$ cat src/rtl/lcb_cmd_pkg.sv
// Shared command encoding for the per-channel DAC command sequencer:
// opcodes, DAC_WR field positions and sequencer state encoding.
package lcb_cmd_pkg;

    localparam logic [2:0] OP_NO_OP     = 3'd0;
    localparam logic [2:0] OP_CANCEL    = 3'd1;
    localparam logic [2:0] OP_WAIT_TRIG = 3'd2;
    localparam logic [2:0] OP_DAC_WR    = 3'd3;
    localparam logic [2:0] OP_DELAY     = 3'd4;

    localparam int TYPE_LSB   = 29;
    localparam int TYPE_MSB   = 31;
    localparam int VAL_LSB    = 0;
    localparam int VAL_MSB    = 28;
    localparam int VAL_W      = VAL_MSB - VAL_LSB + 1;

    localparam int SAMPLE_LSB = 0;
    localparam int SAMPLE_MSB = 15;
    localparam int HOLD_LSB   = 16;
    localparam int HOLD_MSB   = 28;
    localparam int HOLD_W     = HOLD_MSB - HOLD_LSB + 1;

    typedef enum logic [2:0] {
        S_IDLE      = 3'd0,
        S_WAIT_TRIG = 3'd1,
        S_DAC_WR    = 3'd2,
        S_DELAY     = 3'd3,
        S_ERROR     = 3'd4
    } state_t;

endpackage

$ cat src/rtl/dac_cmd_sequencer.sv
// Per-channel DAC command sequencer: pops commands from an FWFT buffer and
// issues DAC sample words with timed holds and trigger waits.
module dac_cmd_sequencer
    import lcb_cmd_pkg::*;
#(
    parameter int                   DAC_WIDTH        = 16,
    parameter logic [DAC_WIDTH-1:0] INITIAL_DAC_WORD = 16'h8000
) (
    input  logic                 clk,
    input  logic                 resetn,
    output logic                 cmd_word_rd_en,
    input  logic [31:0]          cmd_word,
    input  logic                 cmd_buf_empty,
    input  logic                 trigger,
    output logic                 waiting_for_trigger,
    output logic [DAC_WIDTH-1:0] dac_word,
    output logic                 dac_valid,
    input  logic                 dac_ready,
    output logic                 bad_cmd,
    output logic                 unexpected_trig
);

    state_t               state, state_next;
    logic [VAL_W-1:0]     count, count_next;
    logic [DAC_WIDTH-1:0] word_next;
    logic                 valid_next;
    logic                 waiting_next;
    logic                 bad_next;
    logic                 unexp_next;
    logic [2:0]           cmd_type;
    logic [VAL_W-1:0]     cmd_val;
    logic                 rd_en;

    assign cmd_type = cmd_word[TYPE_MSB:TYPE_LSB];
    assign cmd_val  = cmd_word[VAL_MSB:VAL_LSB];

    // CANCEL is the only opcode allowed to pre-empt a busy state.
    assign rd_en = !cmd_buf_empty && (state != S_ERROR) &&
                   ((state == S_IDLE) || (cmd_type == OP_CANCEL));
    assign cmd_word_rd_en = rd_en;

    always_comb begin
        state_next = state;
        count_next = count;
        word_next  = dac_word;
        valid_next = dac_valid;
        bad_next   = bad_cmd;
        unexp_next = unexpected_trig || (trigger && (state != S_WAIT_TRIG));

        if (rd_en && (cmd_type == OP_CANCEL) && (state != S_IDLE)) begin
            state_next = S_IDLE;
            valid_next = 1'b0;
            count_next = '0;
        end else begin
            unique case (state)
                S_IDLE: begin
                    if (rd_en) begin
                        case (cmd_type)
                            OP_NO_OP, OP_CANCEL: begin
                                state_next = S_IDLE;
                            end
                            OP_WAIT_TRIG: begin
                                state_next = S_WAIT_TRIG;
                            end
                            OP_DAC_WR: begin
                                // Hold is parked in the counter until the word is accepted.
                                word_next  = cmd_word[SAMPLE_MSB:SAMPLE_LSB];
                                valid_next = 1'b1;
                                count_next = VAL_W'(cmd_word[HOLD_MSB:HOLD_LSB]);
                                state_next = S_DAC_WR;
                            end
                            OP_DELAY: begin
                                if (cmd_val != '0) begin
                                    count_next = cmd_val;
                                    state_next = S_DELAY;
                                end
                            end
                            default: begin
                                bad_next   = 1'b1;
                                state_next = S_ERROR;
                            end
                        endcase
                    end
                end
                S_WAIT_TRIG: begin
                    if (trigger) begin
                        state_next = S_IDLE;
                    end
                end
                S_DAC_WR: begin
                    if (dac_ready) begin
                        valid_next = 1'b0;
                        state_next = (count == '0) ? S_IDLE : S_DELAY;
                    end
                end
                S_DELAY: begin
                    count_next = count - VAL_W'(1);
                    if (count == VAL_W'(1)) begin
                        state_next = S_IDLE;
                    end
                end
                S_ERROR: begin
                    valid_next = 1'b0;
                end
                default: begin
                    state_next = S_IDLE;
                end
            endcase
        end

        waiting_next = (state_next == S_WAIT_TRIG);
    end

    always_ff @(posedge clk or negedge resetn) begin
        if (!resetn) begin
            state               <= S_IDLE;
            count               <= '0;
            dac_word            <= INITIAL_DAC_WORD;
            dac_valid           <= 1'b0;
            waiting_for_trigger <= 1'b0;
            bad_cmd             <= 1'b0;
            unexpected_trig     <= 1'b0;
        end else begin
            state               <= state_next;
            count               <= count_next;
            dac_word            <= word_next;
            dac_valid           <= valid_next;
            waiting_for_trigger <= waiting_next;
            bad_cmd             <= bad_next;
            unexpected_trig     <= unexp_next;
        end
    end

endmodule
$ cat config.mk
export PLATFORM = sky130hd
export DESIGN_NAME = dac_cmd_sequencer
export DESIGN_NICKNAME = d
export VERILOG_FILES = /design/src/rtl/lcb_cmd_pkg.sv /design/src/rtl/dac_cmd_sequencer.sv
export SDC_FILE = /design/constraint.sdc
export NUM_CORES = 1
export LEC_CHECK = 0
export CAP_MARGIN = 20
export CORE_AREA = 2 2 79 89
export DETAILED_ROUTE_END_ITERATION = 16
export DIE_AREA = 0 0 81 91
export GPL_TIMING_DRIVEN = 1
export HOLD_SLACK_MARGIN = 0.06
export PLACE_DENSITY = 0.79
export SETUP_SLACK_MARGIN = 0.15
export SKIP_CTS_REPAIR_TIMING = 1
export SYNTH_ARGS = -nofsm -noshare
export SYNTH_HDL_FRONTEND = slang
export SYNTH_SLANG_ARGS = --single-unit
$ cat constraint.sdc
create_clock -name clk -period 2.6 [get_ports clk]
set_clock_uncertainty 0.2 [all_clocks]
set_input_delay 0.39 -clock clk [delete_from_list [all_inputs] [get_ports clk]]
set_output_delay 0.39 -clock clk [all_outputs]
set_load 0.05 [all_outputs]
Word level (Yosys, flattened, before mapping)
Cells that the tools add are included.
{"block": "word_totals", "reg_bits": 52, "out_inout_bits": 21, "word_cells": 67}
{"block": "op_classes", "n_addsub": 1, "n_eq_ne": 17, "muxes": 19, "bitwise": 2, "reduce_logical": 21}
{"cell": "$pmux 29 s2", "n": 2}
{"cell": "$mux 29", "n": 3}
{"cell": "$eq 29x1->1 const B", "n": 1}
{"cell": "$logic_not 29->1", "n": 1}
{"cell": "$reduce_bool 29->1", "n": 1}
{"cell": "$sub 29x1->29 const B", "n": 1}
{"cell": "$mux 3", "n": 6}
{"cell": "$reduce_and 4->1", "n": 4}
{"cell": "$pmux 3 s5", "n": 1}
{"cell": "$eq 3x2->1 const B", "n": 4}
{"cell": "$pmux 3 s4", "n": 1}
{"cell": "$eq 3x1->1 const B", "n": 3}
{"cell": "$eq 3x3->1 const B", "n": 2}
{"cell": "$logic_not 3->1", "n": 2}
{"cell": "$ne 3x1->1 const B", "n": 2}
{"cell": "$ne 3x3->1 const B", "n": 2}
{"cell": "$reduce_bool 3->1", "n": 2}
{"cell": "$logic_and 1x1->1", "n": 5}
{"cell": "$reduce_or 5->1", "n": 1}
{"cell": "$mux 1", "n": 4}
{"cell": "$ne 4x1->1 const B", "n": 1}
{"cell": "$ne 4x4->1 const B", "n": 1}
{"cell": "$reduce_bool 4->1", "n": 1}
{"cell": "$ne 3x2->1 const B", "n": 1}
{"cell": "other kinds (6)", "n": 8}

Longest topological paths before layout
{"block": "logic_depth", "depth_word": 7, "mapped_depth": 7, "depth_no_buf": 7}

Least setup slack after synthesis
No wires, ideal clock.
{"block": "synth_path", "path_kind": "register -> register", "start": "register count[0]", "end": "register count[26]", "setup_ps": 124, "arrival_ps": 1995, "setup_slack_ps": 281, "path_stages_with_launch": 8, "path_buffers": 0, "synth_period_minus_slack_ps": 2319, "cell_sequence": "dfrtp_1 -> inv_1 -> ha_1 -> nor3b_1 -> and2_1 -> nand2b_4 -> o311a_1 -> a211o_1"}
{"block": "synth_via", "elab_chain_len": 3}
{"item": "start, declared", "line_no": "dac_cmd_sequencer.sv:24", "rtl": "logic [VAL_W-1:0] count, count_next;"}
{"item": "start signal, assigned", "line_no": "dac_cmd_sequencer.sv:125", "rtl": "count <= count_next;"}
{"item": "$sub 29x1->29", "line_no": "dac_cmd_sequencer.sv:97", "rtl": "count_next = count - VAL_W'(1);"}
{"item": "$pmux 29 s2", "line_no": "dac_cmd_sequencer.sv:55", "rtl": "unique case (state)"}
{"item": "$mux 29", "line_no": "dac_cmd_sequencer.sv:50", "rtl": "if (rd_en && (cmd_type == OP_CANCEL) && (state != S_IDLE)) begin"}
No other way between the ends.
A chain may end at the register's enable or synchronous reset.

Final worst setup path
{"block": "layout_path", "start": "register state[1]", "end": "output port cmd_word_rd_en"}
{"block": "layout_via", "elab_chain_len": 3}
{"item": "start, declared", "line_no": "dac_cmd_sequencer.sv:23", "rtl": "state_t state, state_next;"}
{"item": "start signal, assigned", "line_no": "dac_cmd_sequencer.sv:124", "rtl": "state <= state_next;"}
{"item": "$ne 3x3->1 or $logic_not 3->1 (tied branches)", "line_no": "dac_cmd_sequencer.sv:38, dac_cmd_sequencer.sv:39"}
{"item": "$logic_and 1x1->1 or $logic_or 1x1->1 (tied branches)", "line_no": "dac_cmd_sequencer.sv:38, dac_cmd_sequencer.sv:39"}
{"item": "$logic_and 1x1->1 *", "line_no": "dac_cmd_sequencer.sv:38", "rtl": "assign rd_en = !cmd_buf_empty && (state != S_ERROR) &&"}
{"item": "end, declared", "line_no": "dac_cmd_sequencer.sv:11", "rtl": "output logic cmd_word_rd_en,"}
Every way passes the cells marked *; elsewhere a longest branch is shown, timed or not.

==> summary.json <==
{
  "wirelength": {"value": 11.27, "unit": "mm"},
  "worst_r2r_startpoint": {"value": "count[0]"},
  "average_via_count_per_standard_cell": {"value": 6.384},
  "maxClockFrequency": {"value": 0.4103, "unit": "GHz"},
  "cell_internal_pwr": {"value": 2256, "unit": "uW"},
  "max_slew_violation_count": {"value": 0},
  "yosys_register_bits": {"value": 52},
  "initial_core_util": {"value": 52.93, "unit": "%"},
  "power.density_cell_area": {"value": 910.1, "unit": "nW/um2"},
  "detailroute.via_count": {"value": 3671},
  "final_core_utilization": {"value": 70.81, "unit": "%"},
  "gp_routability_congestion": {"value": 0.9464},
  "worst_slew_pin_slew": {"value": 0.6684, "unit": "ns"},
  "power.share.clock": {"value": 14.2, "unit": "%"},
  "synthCells": {"value": 398},
  "post_synth_arst_share": {"value": 100.0, "unit": "%"},
  "final_min_period_over_clock_period": {"value": 93.73, "unit": "%"},
  "final_layout_size_suffix_gt1_share": {"value": 18.05, "unit": "%"},
  "yosysUniqueCellTypes": {"value": 69},
  "top_signal_layer_used": {"value": "met4"},
  "tritoncts_num_sinks": {"value": 52},
  "detail_route.wl_per_cell": {"value": 19.60, "unit": "um"},
  "combinationalPowerShare": {"value": 50.7, "unit": "%"},
  "cp_max_fo": {"value": 12},
  "fin_nets": {"value": 532},
  "drt_pass1_iterations": {"value": 7},
  "final_area": {"value": 4559, "unit": "um2"},
  "fin_crit": {"value": 2.437, "unit": "ns"},
  "clock_path_buffers": {"value": 2},
  "drc_errors": {"value": 0},
  "ys.warnings.count": {"value": 0},
  "finalSetupViolCount": {"value": 0},
  "grt_first_pass_wirelength": {"value": 18.39, "unit": "mm"},
  "switching_share": {"value": 45.63, "unit": "%"},
  "worst_ir_drop_vdd": {"value": 0.5192, "unit": "mV"},
  "antenna-diode-count": {"value": 0},
  "worstHoldPathType": {"value": "reg -> reg"},
  "antenna_viol_nets_final": {"value": 0},
  "run_status": {"value": "complete, no violations"},
  "cts_root_buffer": {"value": "clkbuf_8"},
  "critPathLaunchType": {"value": "flip-flop"},
  "global_route.overflow_total": {"value": 0},
  "cts.htree.levels": {"value": 2},
  "stdcell_count": {"value": 575},
  "synthFlopType": {"value": "dfrtp_1"},
  "maximum_number_of_pins_on_one_net_before_global_route_repair": {"value": 28},
  "chipHeight": {"value": 91, "unit": "um"},
  "cts_tree": {"value": "done"},
  "drt_iter0_drc": {"value": 288},
  "std_cell_rows": {"value": 31},
  "number_of_global_route_vias_before_repair": {"value": 3436},
  "unrepaired_setup_endpoints_after_global_routing": {"value": "yes"},
  "synth_enable_flop_cells": {"value": 0},
  "timing.slew.headroom": {"value": 55.44, "unit": "%"},
  "place_hpwl": {"value": 8.342, "unit": "mm"},
  "drt-met1-wl": {"value": 4.765, "unit": "mm"},
  "detailroute.wirelength.met2": {"value": 5.345, "unit": "mm"},
  "floorplan.die.width": {"value": 81, "unit": "um"},
  "clk_transition_reported_paths": {"value": 0.10, "unit": "ns"},
  "number_of_buffers_created_by_cts": {"value": 5},
  "hold_violations": {"value": 0},
  "clkLatencyLatePin": {"value": 0.32, "unit": "ns"},
  "syn-num-nets": {"value": 438},
  "floorplan.core_area": {"value": 6439, "unit": "um2"},
  "setup.worst_path.end_class": {"value": "primary output"},
  "setup.worst_path.start": {"value": "state[1]"},
  "worstHoldStart": {"value": "dac_word[15]"},
  "p_leak": {"value": 0.001917, "unit": "uW"},
  "amount_of_wire_on_met3_after_detailed_routing": {"value": 795, "unit": "um"},
  "p_switching": {"value": 1893, "unit": "uW"},
  "dp_cells": {"value": 565},
  "syn_area": {"value": 3408, "unit": "um2"},
  "flow.area_growth_from_synthesis": {"value": 33.77, "unit": "%"},
  "placed_cell_area": {"value": 4410, "unit": "um2"},
  "worst_ep_required_time": {"value": 2.01, "unit": "ns"},
  "io_buffers": {"value": 57},
  "p_seq_share": {"value": 35.1, "unit": "%"},
  "synth.avg_cell_area": {"value": 8.563, "unit": "um2"},
  "cp.arrival": {"value": 1.85, "unit": "ns"},
  "maxCapViolCount": {"value": 0},
  "gr_util_all_layers": {"value": 32.28, "unit": "%"},
  "synth_sequential_area_ratio": {"value": 38.22, "unit": "%"},
  "hold-worst-slack": {"value": 0.2750, "unit": "ns"},
  "grt_antenna_before_repair": {"value": 0},
  "path_class": {"value": "reg -> out"},
  "die-area": {"value": 7371, "unit": "um2"},
  "pin_count": {"value": 58}
}
## final timing paths
| kind | cells past startpoint | slack (ns) | endpoint |
|---|---|---|---|
| hold / removal | 2 | 0.27 | dac_word[15] |
| min in group asynchronous | 2 | 0.42 | waiting_for_trigger |
| max in group asynchronous | 3 | 1.12 | dac_word[15] |
| setup / recovery | 4 | 0.16 | cmd_word_rd_en |
| hold reg to reg | 2 | 0.27 | dac_word[15] |
| setup reg to reg | 8 | 0.31 | count[26] |
## power groups by stage
stage | clock (uW) | combinational [uW] | sequential [uW]
final | 588 | 2110 | 1460
after global routing | 623 | 2260 | 1510
after CTS | 599 | 2080 | 1450
after detailed placement | 0 | 2070 | 1460
after global placement | 0 | 2040 | 1440
after floorplan | 0 | 986 | 1790
## registers in the layout (all words and copies together) (netlist names)
| name | cells |
|---|---|
| state | 3 |
| bad_cmd | 1 |
| dac_word | 16 |
| waiting_for_trigger | 1 |
| count | 29 |
| dac_valid | 1 |
| unexpected_trig | 1 |
## cell usage in the layout, fill, tap and decap left out, types with 5 or more instances in the layout
cell	synthesis	routed
dfrtp_1	51	50
a21oi_1	11	11
clkbuf_8	0	5
o31ai_1	7	7
or2_2	5	5
a22o_1	7	7
nor2_1	22	20
nand3_1	12	12
inv_1	9	9
mux2i_1	13	13
o2bb2ai_1	13	13
o22ai_1	15	15
a32o_1	5	5
clkdlybuf4s50_1	0	55
nand2_1	70	70
o21ai_0	22	22
nor3_1	16	16
nor4_1	16	15
buf_4	1	52
## layer usage
metal | global-route usage (%) | vias to the layer above
met5 | 0 | -
met3 | 4.473 | 32
met4 | 11.72 | 0
met2 | 49.45 | 195
li1 | - | 1688
met1 | 46.20 | 1756
## area by class of cell
class / count / area [um2]
Fill cell: 519 / 1879
Multi-Input combinational cell: 311 / 1972
Timing Repair Buffer: 113 / 1036
Tap cell: 82 / 102.6
Sequential cell: 52 / 1304
Clock buffer: 6 / 72.57
Inverter: 9 / 33.78
Clock inverter: 2 / 38.79
## synth_stat cells (all sizes together) (2+ instances only)
cell / number / share of area, %
nand2: 73 / 8.4
dfrtp: 51 / 37
nor2: 22 / 2.4
o21ai: 22 / 3.2
nor4: 18 / 3.9
nor3: 17 / 2.6
clkbuf: 15 / 1.7
o22ai: 15 / 2.8
mux2i: 13 / 3.8
o2bb2ai: 13 / 3.3
a21oi: 12 / 1.9
nand3: 12 / 1.8
buf: 11 / 2.0
inv: 9 / 0.99
a22o: 7 / 1.8
o31ai: 7 / 1.5
or2: 6 / 1.1
a32o: 5 / 1.5
a22oi: 4 / 0.88
and2: 4 / 0.73
nand2b: 4 / 0.95
nand3b: 4 / 0.88
nor3b: 4 / 1.0
ha: 3 / 1.1
nand4: 3 / 0.73
nor2b: 3 / 0.55
o211ai: 3 / 0.66
or3: 3 / 0.55
a21o: 2 / 0.44
a32oi: 2 / 0.51
and3b: 2 / 0.51
and4: 2 / 0.51
o311a: 2 / 0.59
o32ai: 2 / 0.51
o41ai: 2 / 0.51
or4b: 2 / 0.59
## logic make-up after synthesis
logic type	count (synthesis)	share of synthesized area, %
AND/OR/NAND/NOR	185	28.97
AO/OA/AOI/OAI	108	22.65
flip-flops	52	38.22
buffers and inverters	35	4.662
multiplexers	14	4.148
adder cells (fa/ha/maj)	3	1.101
XOR/XNOR	1	0.2570
## critical path, stage by stage (launching register included)
cell	delay (ns)
dfrtp_1	0.52
or2_2	0.40
o22ai_1	0.31
inv_1	0.13
buf_12	0.17
## through the flow
stage / setup slack, ns / TNS [ns] / power [uW]
finish: 0.1630 / 0 / 4149
global route: 0.09355 / 0 / 4396
floorplan: 0.2811 / 0 / 2779
detailed placement: -0.1265 / -0.5890 / 3525
global placement: -0.08831 / -0.3081 / 3482
CTS: 0.1323 / 0 / 4124
No activity file was read; power rests on OpenSTA's default activity.
